`src/rtl/snake_tick_gen.sv`:
```
// snake_tick_gen
//
// Game-tick generator for the snake game. Divides vga_clk into a one-cycle
// tick whose period shrinks by STEP cycles per speed level, bottoming out at
// MIN_PERIOD. Also produces a mid-period half_tick for animation, a wrapping
// count of ticks, and the current level/period for the rest of the game.
//
// Ports
//   vga_clk    in   clock (25 MHz)
//   sys_rst    in   synchronous active-high reset
//   en         in   1 = run, 0 = pause (interval counter frozen)
//   restart    in   synchronous soft clear, same effect as sys_rst
//   level_up   in   single-cycle request to raise the speed level by one
//   tick       out  one-cycle pulse at the end of every period
//   half_tick  out  one-cycle pulse at mid-period
//   level      out  current speed level
//   period     out  current tick period in vga_clk cycles
//   at_max     out  high when level == MAX_LEVEL
//   tick_cnt   out  ticks since reset/restart, wraps modulo 2^TCNT_W
module snake_tick_gen #(
  parameter int BASE_PERIOD = 25_000_000,
  parameter int STEP        = 2_500_000,
  parameter int MIN_PERIOD  = 2_500_000,
  parameter int MAX_LEVEL   = 15,
  parameter int CNT_W       = 25,
  parameter int LVL_W       = 4,
  parameter int TCNT_W      = 16
) (
  input  logic              vga_clk,
  input  logic              sys_rst,
  input  logic              en,
  input  logic              restart,
  input  logic              level_up,
  output logic              tick,
  output logic              half_tick,
  output logic [LVL_W-1:0]  level,
  output logic [CNT_W-1:0]  period,
  output logic              at_max,
  output logic [TCNT_W-1:0] tick_cnt
);

  localparam logic [CNT_W-1:0]  BASE_C     = CNT_W'(BASE_PERIOD);
  localparam logic [CNT_W-1:0]  STEP_C     = CNT_W'(STEP);
  localparam logic [CNT_W-1:0]  MIN_C      = CNT_W'(MIN_PERIOD);
  localparam logic [CNT_W-1:0]  CNT_ONE_C  = CNT_W'(1);
  localparam logic [LVL_W-1:0]  LVL_ONE_C  = LVL_W'(1);
  localparam logic [TCNT_W-1:0] TCNT_ONE_C = TCNT_W'(1);
  localparam logic [LVL_W-1:0]  MAX_LVL_C  = LVL_W'(MAX_LEVEL);
  localparam logic              AT_MAX_RST_C = (MAX_LEVEL == 0);
  // Subtracting STEP keeps the period at or above MIN_PERIOD exactly when the
  // current period is at least MIN_PERIOD + STEP. One extra bit so the sum
  // cannot wrap for periods near the top of the counter range.
  localparam logic [CNT_W:0]    SHRINK_FLOOR_C = (CNT_W+1)'(MIN_PERIOD + STEP);

  logic [CNT_W-1:0]  cnt_reg,      cnt_next;
  logic [CNT_W-1:0]  period_reg,   period_next;
  logic [LVL_W-1:0]  level_reg,    level_next;
  logic              tick_reg,     tick_next;
  logic              half_reg,     half_next;
  logic              at_max_reg,   at_max_next;
  logic [TCNT_W-1:0] tick_cnt_reg, tick_cnt_next;
  logic [CNT_W-1:0]  half_mark;
  logic              terminal;

  // period >= 2, so neither subtraction can underflow.
  assign half_mark = (period_reg >> 1) - CNT_ONE_C;
  // ">=" rather than "==" so a period that shrinks below the running count
  // ends the interval on the next enabled edge instead of wrapping the counter.
  assign terminal  = (cnt_reg >= period_reg - CNT_ONE_C);

  always_comb begin
    cnt_next      = cnt_reg;
    period_next   = period_reg;
    level_next    = level_reg;
    tick_next     = 1'b0;
    half_next     = 1'b0;
    at_max_next   = at_max_reg;
    tick_cnt_next = tick_cnt_reg;

    // The terminal compare uses the period in force before any level_up on
    // this edge, so a coincident level_up only affects the next interval.
    if (en) begin
      half_next = (cnt_reg == half_mark);
      if (terminal) begin
        cnt_next      = '0;
        tick_next     = 1'b1;
        tick_cnt_next = tick_cnt_reg + TCNT_ONE_C;
      end else begin
        cnt_next = cnt_reg + CNT_ONE_C;
      end
    end

    // Speed changes are accepted while paused as well.
    if (level_up && (level_reg < MAX_LVL_C)) begin
      level_next = level_reg + LVL_ONE_C;
      if ({1'b0, period_reg} >= SHRINK_FLOOR_C) begin
        period_next = period_reg - STEP_C;
      end else begin
        period_next = MIN_C;
      end
      at_max_next = (level_next == MAX_LVL_C);
    end
  end

  always_ff @(posedge vga_clk) begin
    if (sys_rst || restart) begin
      cnt_reg      <= '0;
      period_reg   <= BASE_C;
      level_reg    <= '0;
      tick_reg     <= 1'b0;
      half_reg     <= 1'b0;
      at_max_reg   <= AT_MAX_RST_C;
      tick_cnt_reg <= '0;
    end else begin
      cnt_reg      <= cnt_next;
      period_reg   <= period_next;
      level_reg    <= level_next;
      tick_reg     <= tick_next;
      half_reg     <= half_next;
      at_max_reg   <= at_max_next;
      tick_cnt_reg <= tick_cnt_next;
    end
  end

  assign tick      = tick_reg;
  assign half_tick = half_reg;
  assign level     = level_reg;
  assign period    = period_reg;
  assign at_max    = at_max_reg;
  assign tick_cnt  = tick_cnt_reg;

endmodule

```
`config.mk`:
```
export PLATFORM = sky130hd
export DESIGN_NAME = snake_tick_gen
export DESIGN_NICKNAME = d
export VERILOG_FILES = /design/src/rtl/snake_tick_gen.sv
export SDC_FILE = /design/constraint.sdc
export NUM_CORES = 1
export LEC_CHECK = 0
export ABC_AREA = 1
export CORE_ASPECT_RATIO = 1.4
export CORE_UTILIZATION = 40
export DETAILED_ROUTE_END_ITERATION = 16
export PLACE_DENSITY = 0.61
export SYNTH_ARGS = -nofsm -noshare
export SYNTH_HDL_FRONTEND = slang
export SYNTH_SLANG_ARGS = --single-unit
```
`constraint.sdc`:
```
create_clock -name vga_clk -period 6.4 [get_ports vga_clk]
set_input_delay 1.28 -clock vga_clk [delete_from_list [all_inputs] [get_ports vga_clk]]
set_output_delay 1.28 -clock vga_clk [all_outputs]
set_load 0.02 [all_outputs]
```
==> out/results.tsv <==
stage	metric	value	unit
status	status	finished, violations left	
status	failing checks	design-rule violations	
critical_path	critical-path cell list	inv_1 > ha_1 > nand2_4 > nor2_2 > nand3_1 > nand2_1 > inv_1 > ha_1 > nand2_1 > nor4_1 > o21ai_1 > nand3_4 > nand2_4 > nand2_4 > nor2_1	
timing	Worst Hold Margin	0.482	ns
finish	number of flip-flops in the largest register	25	
timing	final hold vios	0	
critical_path	Critical Path Start	period[5]	
yosys	Yosys reg bits	68	
pwr	VDD IR-drop max	0.000133	V
worst_hold_path	path type of the worst min-delay path	flip-flop to flip-flop	
placement	HPWL after DPL	11000	µm
yosys	Syn Inst Count	776	
yosys	synth top area cells	dfxtp_1 26%, nand2_1 14%, nor2_1 7.2%	
routing	DRC	6	
timing	RSZ-0062 raised after global routing	false	
pwr	Clk pwr share	50.7	%
yosys	Cell Area, Synth	0.00514	mm²
clocking	CTS Hold Bufs	0	
yosys	number of flops mapped to enable cells by yosys	0	
routing	initial drt markers	286	
yosys	adder-cell share of the synthesized area	6.57	%
yosys	Synth top area share	26.5	%
timing	Rel. slew slack	44.3	%
floorplan	area of the core	0.0124	mm²
critical_path	flop2flop setup slack	2.78	ns
floorplan	die height	136	µm
yosys	mux contribution to synthesized area	0	%
grt	vias in the first global route	5058	
placement	Inst Count DP	955	
routing	TritonRoute pass-1 iters	11	
finish	Multi-input gate area	0.00333	mm²
critical_path	CP dominant cell by count	nand2_4	
job	number of max-cap violations	0	
critical_path	critical path data arrival time	3.83	ns
critical_path	r2r worst-path depth	15	
routing	Post-DRT Antenna Nets	0	
critical_path	worst r2r dst	cnt_reg[20]	
finish	fill count	1234	
floorplan	# IOs	53	
pwr	Power, Total	0.00106	W
routing	Vias	5141	
critical_path	Critical Path End Type	flip-flop	
pwr	Switching Fraction	24.0	%
pwr	power per cell area	178	mW/mm²
critical_path	Critical R2R Launch	period[5]	
timing	Worst Tran Pin Value	0.833	ns
placement	pre-CTS setup slack	2.68	ns
finish	antenna cells	0	
pwr	Flop pwr share	41.2	%
pwr	Int Power	0.000810	W
floorplan	starting density of the core	41.4	%
clocking	Clock Latency Late Sink	0.34	ns
floorplan	# rows	48	
pwr	leakage power	2.48	nW
yosys	Mapped Avg Cell Area	6.63	µm²
finish	final non-filler cell total	971	
clocking	post-CTS setup buffer count	0	
timing	Setup Skew	0.00549	ns
finish	fraction of layout cells with a size suffix above 1	8.28	%
clocking	CTS tree	yes	
clocking	clock-pin slew on the worst setup and hold paths	0.06	ns
routing	routed vias/inst	5.29	
pwr	Logic pwr share	8.1	%
finish	Area Overhead vs Synth	16.5	%
routing	drt wl/cell	14.5	µm
clocking	total CTS buffers	9	
critical_path	Worst Setup EP	cnt_reg[20]	
critical_path	CP required	6.61	ns
timing	final setup fails	0	
yosys	Distinct cells, synth	43	
yosys	Simple-Gate Fraction of Synth Area	40.3	%
timing	final worst-path cycle share	56.5	%
yosys	Syn. warnings	0	
timing	Max Clk Rate	0.276	GHz
grt	Total Routing Usage GR	22.3	%
grt	largest net degree at the start of global routing	25	
critical_path	Max FO, Critical Path	24	
yosys	post-synthesis compound-gate area fraction	8.69	%
clocking	clk buf depth	2	
finish	Reg area	0.00136	mm²
clocking	post_cts resized	0	
floorplan	die area	0.0133	mm²
critical_path	slowest stage cell, crit path	nor4_1	
yosys	largest family of logic cells by synthesized area	simple AND/OR/NAND/NOR gates	
grt	first-pass GRT wire length	23800	µm
floorplan	Die X	97.8	µm
routing	WL final	14100	µm
timing	total negative setup slack	0	ns
yosys	asr flop ratio synth	0	%
timing	worst setup margin	2.78	ns
yosys	Synth area leader	dfxtp_1	
grt	antenna violations before repair	0	
clocking	CTS H-tree lvls	3	
critical_path	Worst setup SP type	flip-flop	
yosys	Main synth FF type	dfxtp_1	
grt	GRT overflow	0	
critical_path	CP peak stage delay	0.44	ns
clocking	CTS sink cnt	68	
placement	Final GP Congestion	0.910	
yosys	register area share after synthesis	26.5	%
clocking	clk root buf	clkbuf_16	
timing	Final Max Tran Viols	0	
critical_path	CP Class	flip-flop to flip-flop	
timing	crit path time final	3.62	ns
yosys	Post-Synth XOR/XNOR Area	8.91	%
finish	Final nets	848	
placement	I/O Buffers	47	
pwr	P_sw	0.000255	W
## cells in the final DEF (no fill, tap or decap), types with 5 or more instances in the layout
cell type        count
a31oi_1              7
o21ai_0             19
ha_1                27
nand3_1             72
nor2_1              99
clkdlybuf4s50_1     47
inv_1               71
a21oi_1             41
nor2_4               7
conb_1               5
nor3_1              19
xor2_1              35
dfxtp_1             68
nor2_2              13
xnor2_1              7
clkbuf_16            9
nand2_2              7
o21ai_1             11
nand4_1             14
nand2_1            185
inv_2               10
nand3b_1             5
## power by group through the flow
| stage | clock network [W] | registers [W] | logic [W] |
|---|---|---|---|
| CTS | 0.000549 | 0.000438 | 0.0000870 |
| finish | 0.000540 | 0.000438 | 0.0000867 |
| global route | 0.000568 | 0.000439 | 0.0000961 |
| detailed placement | 0 | 0.000447 | 0.0000865 |
| global placement | 0 | 0.000447 | 0.0000861 |
| floorplan | 0 | 0.000448 | 0.0000631 |
## area by class of cell
type                       instances  area share [%]
clock inverter                     4            1.21
tap                              150            3.13
inverter                          82            5.14
clock buffer                      12            4.12
sequential                        68            22.7
timing repair buffer              48            7.98
multi-input combinational        607            55.7
## synthesized netlist by cell type, types with 7 or more instances
cell type	n
a21oi_1	41
inv_1	71
o21ai_1	11
ha_1	27
nor2_2	13
nand3_1	72
nand2_2	7
nand2_1	185
inv_2	10
dfxtp_1	68
nor2_1	99
xor2_1	35
o21ai_0	19
a31oi_1	7
xnor2_1	7
nor3_1	19
nor2_4	7
nand4_1	14
## kinds of logic (layout without fill, tap and decap cells)
group	count (synthesis)	count (layout)
AO/OA/AOI/OAI	84	84
XOR/XNOR	46	46
adder cells (fa/ha/maj)	27	27
buffers and inverters	105	146
flip-flops	68	68
other	1	5
AND/OR/NAND/NOR	445	445
## stage by stage
stage                     util, %  area [µm²]
after global routing         48.2        5990
after detailed placement     45.6        5670
after floorplan                 -        5160
after global placement       45.6        5670
after CTS                    48.2        5990
final                        48.2        5990
## routing by layer
metal / global-route usage [%] / routed length, µm / part of all wire [%] / vias up
met5: 0 / 0 / 0 / -
met4: 11.4 / 487 / 3.5 / 0
met3: 2.78 / 429 / 3.0 / 37
met2: 42.6 / 7430 / 53 / 130
met1: 24.1 / 5770 / 41 / 2375
li1: - / - / - / 2599
## worst min path at each step
stage	start	end	slack (ns)	cells after the start
5_1_grt	at_max	at_max	0.52	2
4_1_cts	at_max	at_max	0.48	2
3_5_place_dp	at_max	at_max	0.47	2
3_3_place_gp	at_max	at_max	0.48	2
2_1_floorplan	cnt_reg[1]	cnt_reg[1]	0.48	2
6_report	at_max	at_max	0.48	2
## critical path, delay by kind of cell (launching register included)
family / cells / cell delay, ns
flip-flops: 1 / 0.38
AO/OA/AOI/OAI: 1 / 0.21
buffers and inverters: 2 / 0.23
AND/OR/NAND/NOR: 10 / 2.01
adder cells (fa/ha/maj): 2 / 0.62
(Power assumes the default switching activity.)
